===== config.mk =====
export PLATFORM = sky130hd
export DESIGN_NAME = exe_stage_flat
export DESIGN_NICKNAME = d
export VERILOG_FILES = /design/src/rtl/exe_stage_if.sv /design/src/rtl/exe_stage.sv /design/src/flat_wrapper.sv
export SDC_FILE = /design/constraint.sdc
export NUM_CORES = 1
export LEC_CHECK = 0
export ABC_AREA = 0
export BUFFER_PORTS_ARGS = -buffer_cell sky130_fd_sc_hd__buf_2
export CORE_MARGIN = 2
export CORE_UTILIZATION = 47
export DETAILED_ROUTE_END_ITERATION = 6
export PLACE_DENSITY = 0.75
export SLEW_MARGIN = 10
export SYNTH_ARGS = -nofsm -noshare
export SYNTH_HDL_FRONTEND = slang
export SYNTH_SLANG_ARGS = --single-unit
export TNS_END_PERCENT = 30

===== constraint.sdc =====
create_clock -name clk -period 8.55 [get_ports clk]
set_clock_uncertainty 0.05 [all_clocks]
set_input_delay 0.4275 -clock clk [delete_from_list [all_inputs] [get_ports clk]]
set_output_delay 0.4275 -clock clk [all_outputs]
set_load 0.02 [all_outputs]

===== src/rtl/exe_stage_if.sv =====
// rtl/exe_stage_if.sv - ID/EX-to-EX/MEM signal bundle for the execute stage
interface exe_stage_if;
  logic [31:0] PC;
  logic [4:0]  dest;
  logic [31:0] Reg2;
  logic [31:0] Val1;
  logic [31:0] Val2;
  logic        Br_taken;
  logic [3:0]  EXE_cmd;
  logic        MEM_R_en;
  logic        MEM_W_en;
  logic        WB_en;
  logic [31:0] ALU_result;
  logic [31:0] Br_addr;
  logic        Br_taken_out;
  logic [4:0]  dest_out;
  logic [31:0] Reg2_out;
  logic        MEM_R_en_out;
  logic        MEM_W_en_out;
  logic        WB_en_out;
  logic        stall;

  modport master (
    output PC, dest, Reg2, Val1, Val2, Br_taken, EXE_cmd, MEM_R_en, MEM_W_en, WB_en,
    input  ALU_result, Br_addr, Br_taken_out, dest_out, Reg2_out,
           MEM_R_en_out, MEM_W_en_out, WB_en_out, stall
  );

  modport slave (
    input  PC, dest, Reg2, Val1, Val2, Br_taken, EXE_cmd, MEM_R_en, MEM_W_en, WB_en,
    output ALU_result, Br_addr, Br_taken_out, dest_out, Reg2_out,
           MEM_R_en_out, MEM_W_en_out, WB_en_out, stall
  );
endinterface


===== src/rtl/exe_stage.sv =====
// rtl/exe_stage.sv - MIPS execute stage: single-cycle ALU plus iterative signed MUL/DIV
// MUL/DIV run on operand magnitudes for 32 iterations; the sign is applied at the end.
module exe_stage (
  input  logic        clk,
  input  logic        rst,
  exe_stage_if.slave  bus
);

  localparam logic [3:0] CMD_MUL = 4'b1100;
  localparam logic [3:0] CMD_DIV = 4'b1101;

  typedef enum logic [1:0] {IDLE, BUSY, DONE} state_t;

  state_t      state, state_nxt;
  logic [4:0]  cnt;
  logic        op_div;
  logic        neg_res;
  logic        div_zero;
  logic [31:0] r_a;    // MUL: shifting multiplicand; DIV: dividend shifting into quotient
  logic [31:0] r_b;    // MUL: shifting multiplier;   DIV: divisor
  logic [31:0] r_acc;  // MUL: product accumulator;   DIV: partial remainder
  logic        is_md;
  logic        stall_int;
  logic        bubble;
  logic [31:0] alu_out;
  logic [31:0] md_mag;
  logic [31:0] md_res;
  logic [32:0] rem_sh;
  logic [32:0] trial;

  assign is_md  = (bus.EXE_cmd == CMD_MUL) || (bus.EXE_cmd == CMD_DIV);
  assign rem_sh = {r_acc, r_a[31]};
  assign trial  = rem_sh - {1'b0, r_b};

  // State register
  always_ff @(posedge clk or posedge rst) begin
    if (rst) state <= IDLE;
    else     state <= state_nxt;
  end

  // Operand capture in IDLE and one shift-add / restoring-divide step per BUSY cycle
  always_ff @(posedge clk or posedge rst) begin
    if (rst) begin
      cnt      <= 5'd0;
      op_div   <= 1'b0;
      neg_res  <= 1'b0;
      div_zero <= 1'b0;
      r_a      <= 32'd0;
      r_b      <= 32'd0;
      r_acc    <= 32'd0;
    end else begin
      case (state)
        IDLE: begin
          if (is_md) begin
            cnt      <= 5'd0;
            op_div   <= (bus.EXE_cmd == CMD_DIV);
            neg_res  <= bus.Val1[31] ^ bus.Val2[31];
            div_zero <= (bus.EXE_cmd == CMD_DIV) && (bus.Val2 == 32'd0);
            r_a      <= bus.Val1[31] ? -bus.Val1 : bus.Val1;
            r_b      <= bus.Val2[31] ? -bus.Val2 : bus.Val2;
            r_acc    <= 32'd0;
          end
        end
        BUSY: begin
          cnt <= cnt + 5'd1;
          if (op_div) begin
            if (!trial[32]) begin
              r_acc <= trial[31:0];
              r_a   <= {r_a[30:0], 1'b1};
            end else begin
              r_acc <= rem_sh[31:0];
              r_a   <= {r_a[30:0], 1'b0};
            end
          end else begin
            if (r_b[0]) r_acc <= r_acc + r_a;
            r_a <= {r_a[30:0], 1'b0};
            r_b <= {1'b0, r_b[31:1]};
          end
        end
        default: ;
      endcase
    end
  end

  // Next-state and stall/bubble decode
  always_comb begin
    state_nxt = state;
    stall_int = 1'b0;
    bubble    = 1'b0;
    case (state)
      IDLE: begin
        if (is_md) begin
          stall_int = 1'b1;
          bubble    = 1'b1;
          state_nxt = BUSY;
        end
      end
      BUSY: begin
        stall_int = 1'b1;
        bubble    = 1'b1;
        if (cnt == 5'd31) state_nxt = DONE;
      end
      DONE:    state_nxt = IDLE;
      default: state_nxt = IDLE;
    endcase
  end

  // Single-cycle ALU; MUL/DIV codes yield 0 here and are served from the iterative unit
  always_comb begin
    alu_out = 32'd0;
    case (bus.EXE_cmd)
      4'b0000: alu_out = bus.Val1 + bus.Val2;
      4'b0010: alu_out = bus.Val1 - bus.Val2;
      4'b0100: alu_out = bus.Val1 & bus.Val2;
      4'b0101: alu_out = bus.Val1 | bus.Val2;
      4'b0110: alu_out = ~(bus.Val1 | bus.Val2);
      4'b0111: alu_out = bus.Val1 ^ bus.Val2;
      4'b1000: alu_out = bus.Val1 << bus.Val2[4:0];
      4'b1001: alu_out = $signed(bus.Val1) >>> bus.Val2[4:0];
      4'b1010: alu_out = bus.Val1 >> bus.Val2[4:0];
      default: alu_out = 32'd0;
    endcase
  end

  // Divide by zero reports all ones whatever the operand signs
  assign md_mag = op_div ? r_a : r_acc;
  assign md_res = div_zero ? 32'hFFFF_FFFF : (neg_res ? -md_mag : md_mag);

  // Reset drops the freeze request at once, even if a MUL/DIV is still presented
  assign bus.stall        = stall_int & ~rst;
  assign bus.ALU_result   = (state == DONE) ? md_res : alu_out;
  assign bus.Br_addr      = bus.PC + {bus.Val2[29:0], 2'b00};
  assign bus.Br_taken_out = bus.Br_taken;
  assign bus.dest_out     = bus.dest;
  assign bus.Reg2_out     = bus.Reg2;
  assign bus.MEM_R_en_out = bus.MEM_R_en & ~(bubble & ~rst);
  assign bus.MEM_W_en_out = bus.MEM_W_en & ~(bubble & ~rst);
  assign bus.WB_en_out    = bus.WB_en & ~(bubble & ~rst);

endmodule


===== src/flat_wrapper.sv =====
// flat-port wrapper written by rule: the top's interface ports become plain ports
module exe_stage_flat 
  (clk, rst, bus_PC, bus_dest, bus_Reg2, bus_Val1, bus_Val2, bus_Br_taken, bus_EXE_cmd, bus_MEM_R_en, bus_MEM_W_en, bus_WB_en, bus_ALU_result, bus_Br_addr, bus_Br_taken_out, bus_dest_out, bus_Reg2_out, bus_MEM_R_en_out, bus_MEM_W_en_out, bus_WB_en_out, bus_stall);
  exe_stage_if bus_i ();
  input  logic clk;
  input  logic rst;
  input wire logic [$bits(bus_i.PC)-1:0] bus_PC;
  input wire logic [$bits(bus_i.dest)-1:0] bus_dest;
  input wire logic [$bits(bus_i.Reg2)-1:0] bus_Reg2;
  input wire logic [$bits(bus_i.Val1)-1:0] bus_Val1;
  input wire logic [$bits(bus_i.Val2)-1:0] bus_Val2;
  input wire logic [$bits(bus_i.Br_taken)-1:0] bus_Br_taken;
  input wire logic [$bits(bus_i.EXE_cmd)-1:0] bus_EXE_cmd;
  input wire logic [$bits(bus_i.MEM_R_en)-1:0] bus_MEM_R_en;
  input wire logic [$bits(bus_i.MEM_W_en)-1:0] bus_MEM_W_en;
  input wire logic [$bits(bus_i.WB_en)-1:0] bus_WB_en;
  output wire logic [$bits(bus_i.ALU_result)-1:0] bus_ALU_result;
  output wire logic [$bits(bus_i.Br_addr)-1:0] bus_Br_addr;
  output wire logic [$bits(bus_i.Br_taken_out)-1:0] bus_Br_taken_out;
  output wire logic [$bits(bus_i.dest_out)-1:0] bus_dest_out;
  output wire logic [$bits(bus_i.Reg2_out)-1:0] bus_Reg2_out;
  output wire logic [$bits(bus_i.MEM_R_en_out)-1:0] bus_MEM_R_en_out;
  output wire logic [$bits(bus_i.MEM_W_en_out)-1:0] bus_MEM_W_en_out;
  output wire logic [$bits(bus_i.WB_en_out)-1:0] bus_WB_en_out;
  output wire logic [$bits(bus_i.stall)-1:0] bus_stall;
  assign bus_i.PC = bus_PC;
  assign bus_i.dest = bus_dest;
  assign bus_i.Reg2 = bus_Reg2;
  assign bus_i.Val1 = bus_Val1;
  assign bus_i.Val2 = bus_Val2;
  assign bus_i.Br_taken = bus_Br_taken;
  assign bus_i.EXE_cmd = bus_EXE_cmd;
  assign bus_i.MEM_R_en = bus_MEM_R_en;
  assign bus_i.MEM_W_en = bus_MEM_W_en;
  assign bus_i.WB_en = bus_WB_en;
  assign bus_ALU_result = bus_i.ALU_result;
  assign bus_Br_addr = bus_i.Br_addr;
  assign bus_Br_taken_out = bus_i.Br_taken_out;
  assign bus_dest_out = bus_i.dest_out;
  assign bus_Reg2_out = bus_i.Reg2_out;
  assign bus_MEM_R_en_out = bus_i.MEM_R_en_out;
  assign bus_MEM_W_en_out = bus_i.MEM_W_en_out;
  assign bus_WB_en_out = bus_i.WB_en_out;
  assign bus_stall = bus_i.stall;
  exe_stage u_core (.clk(clk), .rst(rst), .bus(bus_i));
endmodule

==> run metrics <==
Crit. Startpoint=bus_Val2[0]; # nets final=a little over 3,000; top-area cell type share of the netlist area=between 10% and 20%; Final Hold Violating Endpoints=0; final setup vio count=0; CTS max path bufs=2; post_cts resized=0; Fmax=155.1 MHz; clock sink count=~110; switch share=between 50% and 60%; largest net degree at the start of global routing=85; Synth Instances=2,739; Tightest Hold Check Type=in -> async; period utilization=approximately 75%; R2R Path Start=u_core.r_a[31]; vias post-DR=21,870; Root Buffer=clkbuf_16; Post-CTS Hold Buffers=0; Synth area leaders=dfrtp_1 (13%), ha_1 (12%), o21ai_0 (7.3%); GPL Wtd Cong=between 1 and 1.5; Core Util, Final=about 50%; Gate power share=between 70% and 80%; Max-slew headroom=about 30%; commonest non-fill, non-tap cell in the layout=o21ai_0; Critical Path Slowest Stage Cell=inv_2; non-filler instance count after layout=about 3,300; WP data arrival=5.97 ns; Required @ worst endpoint=approximately 8 ns; Setup WS pre-CTS=~2.2 ns; share of power burned in registers=approximately 17%; Die W=between 200 and 250 µm; Max IR drop VDD=208.8 µV; worst-path maximum fanout=28; area leader, netlist=dfrtp_1; Residual DRC=0; family with the most delay on the worst path=compound AO/OA/AOI/OAI gates; crit-path cells=buf_2, inv_2, ha_1, or3b_1, nor4_2, buf_4, nand2_1, or4_1, nand2_1, xnor2_1, ha_1, o211ai_1, nor2_1, a221o_1, a31oi_1, o21ai_1, a211oi_1, o21bai_1, a31oi_1, xor2_1, o211ai_1, buf_2; crit-path max cell delay=~0.48 ns; minimum clock period=approximately 6.4 ns; Int Pwr=2.874 mW; Pwr Density=just under 300 nW/µm²; Post-synth EDFFs=0; RSZ-0062 raised after global routing=no; Final Power=between 6 and 7 mW; vias in the first global route=roughly 20,000; CP endpoint kind=primary output; slew of the pin with the lowest slew margin=~1.0 ns; Clock transition at path regs=0.07 ns; Leak Pwr=roughly 9.4 nW; IO Count=between 200 and 250; Antenna Nets Post-Route=0; Skew-Pair Late Insertion Delay=0.37 ns; DP HPWL=around 66,000 µm; share of total power in the clock network=roughly 7.0%; Starting Density=approximately 47%; status=finished, final reports clean; fraction of layout instances using a drive strength above 1=about an eighth; placed insts=3,278; fin. max-slew vios=0; Synth async-reset ratio=100.0%; synthesized cell area=slightly above 20,000 µm²; CP bufs+invs=4; CP Launch Type=input port; GRT Total Usage=36.85%; drt first pass iters=6; Yosys cell types=91; Iteration-0 DRC Markers=about 2,400; Worst R2R Setup Slack=4.17 ns; CTS tree=yes; CTS Buf Count=9; Mean Syn Cell Area=~7.4 µm²; final setup margin=approximately 2.1 ns; most frequent cells in the layout=o21ai_0 (295), nor2_1 (249), a21oi_1 (232); Detailed Route WL=84,300 µm; detailed-route wire length per cell=25.58 µm; total gr overflow=0; maxcap violations=0; Yosys reg bits=106; vias per std cell=between 6 and 7; Row Count=76; Net Sw Power=3.423 mW; Die Y=211.5 µm; Post-CTS Setup Repair Bufs=0; Area Growth Syn to Fin=5.822%; Yosys Warn Count=0; first-pass GRT wire length=124,900 µm; Die ar.=around 45,000 µm²; Post-Syn Nets=about 3,000; Synth Flop Type=dfrtp_1; register area share after synthesis=between 10% and 20%; core box area=~43,000 µm²; WS Path Type=in -> out; Sum Neg Setup Slack=0 ns; PortBufs=~170; initial antenna violation count=3; H-tree depth=3
-- per-stage QoR --
step,cell area (µm²),hold slack [ns]
final,21420,0.1503
after global routing,21420,0.2083
after CTS,21400,0.1704
after detailed placement,21080,0.4370
after global placement,21080,0.4206
after floorplan,20240,0.3994
-- cells in the mapped netlist (all sizes together) (26+ instances only) --
cell    number
a22oi       47
mux4        37
xor2        52
clkbuf     126
inv        138
buf         82
nor3        38
ha         194
o21ai      335
nand2      224
o31ai       32
mux2        48
xnor2      167
nand3       41
dfrtp      106
nor2       252
nor2b       26
a21oi      232
mux2i       98
a211oi      50
a21o        67
o21a        31
-- power by group through the flow --
stage / logic (mW) / registers, mW / clock network, mW
floorplan: 3.70 / 0.926 / 0
global placement: 4.56 / 1.05 / 0
detailed placement: 4.67 / 1.06 / 0
CTS: 4.70 / 1.06 / 0.441
global route: 5.25 / 1.10 / 0.459
finish: 4.79 / 1.07 / 0.439
-- cells by family after synthesis --
group / share of synthesized area (%)
AO/OA/AOI/OAI: 29.42
AND/OR/NAND/NOR: 16.64
buffers and inverters: 7.348
XOR/XNOR: 9.475
adder cells (fa/ha/maj): 12.39
multiplexers: 11.63
flip-flops: 13.10
-- state kept, by name, indices dropped and copies added (netlist names) --
signal           count
u_core.neg_res       1
u_core.r_b          32
u_core.div_zero      1
u_core.state         2
u_core.r_a          32
u_core.cnt           5
u_core.r_acc        32
u_core.op_div        1
-- per-layer routing --
| metal | GRT usage, % | up-vias | wire [µm] |
|---|---|---|---|
| li1 | - | 9928 | - |
| met1 | 49.12 | 10440 | 34560 |
| met2 | 58.09 | 1259 | 36860 |
| met3 | 6.008 | 242 | 8128 |
| met4 | 17.65 | 4 | 4724 |
| met5 | 0 | - | 27 |
-- path summary, 6_finish.rpt --
kind,to,cells past startpoint
max,bus_ALU_result[29],22
min,u_core.cnt[4],2
max reg2reg,u_core.r_acc[30],15
min reg2reg,u_core.cnt[3],1
max in group asynchronous,u_core.r_a[6],3
min in group clk,u_core.cnt[3],1
-- final cells by class --
cell class,instances,area (µm²)
Fill cell,4250,21370
Inverter,139,524.3
Multi-Input combinational cell,2286,16130
Timing Repair Buffer,202,1114
Antenna cell,1,2.502
Clock buffer,9,225.2
Tap cell,546,683.2
Sequential cell,106,2654
Clock inverter,7,91.34
(Power assumes the default switching activity.)
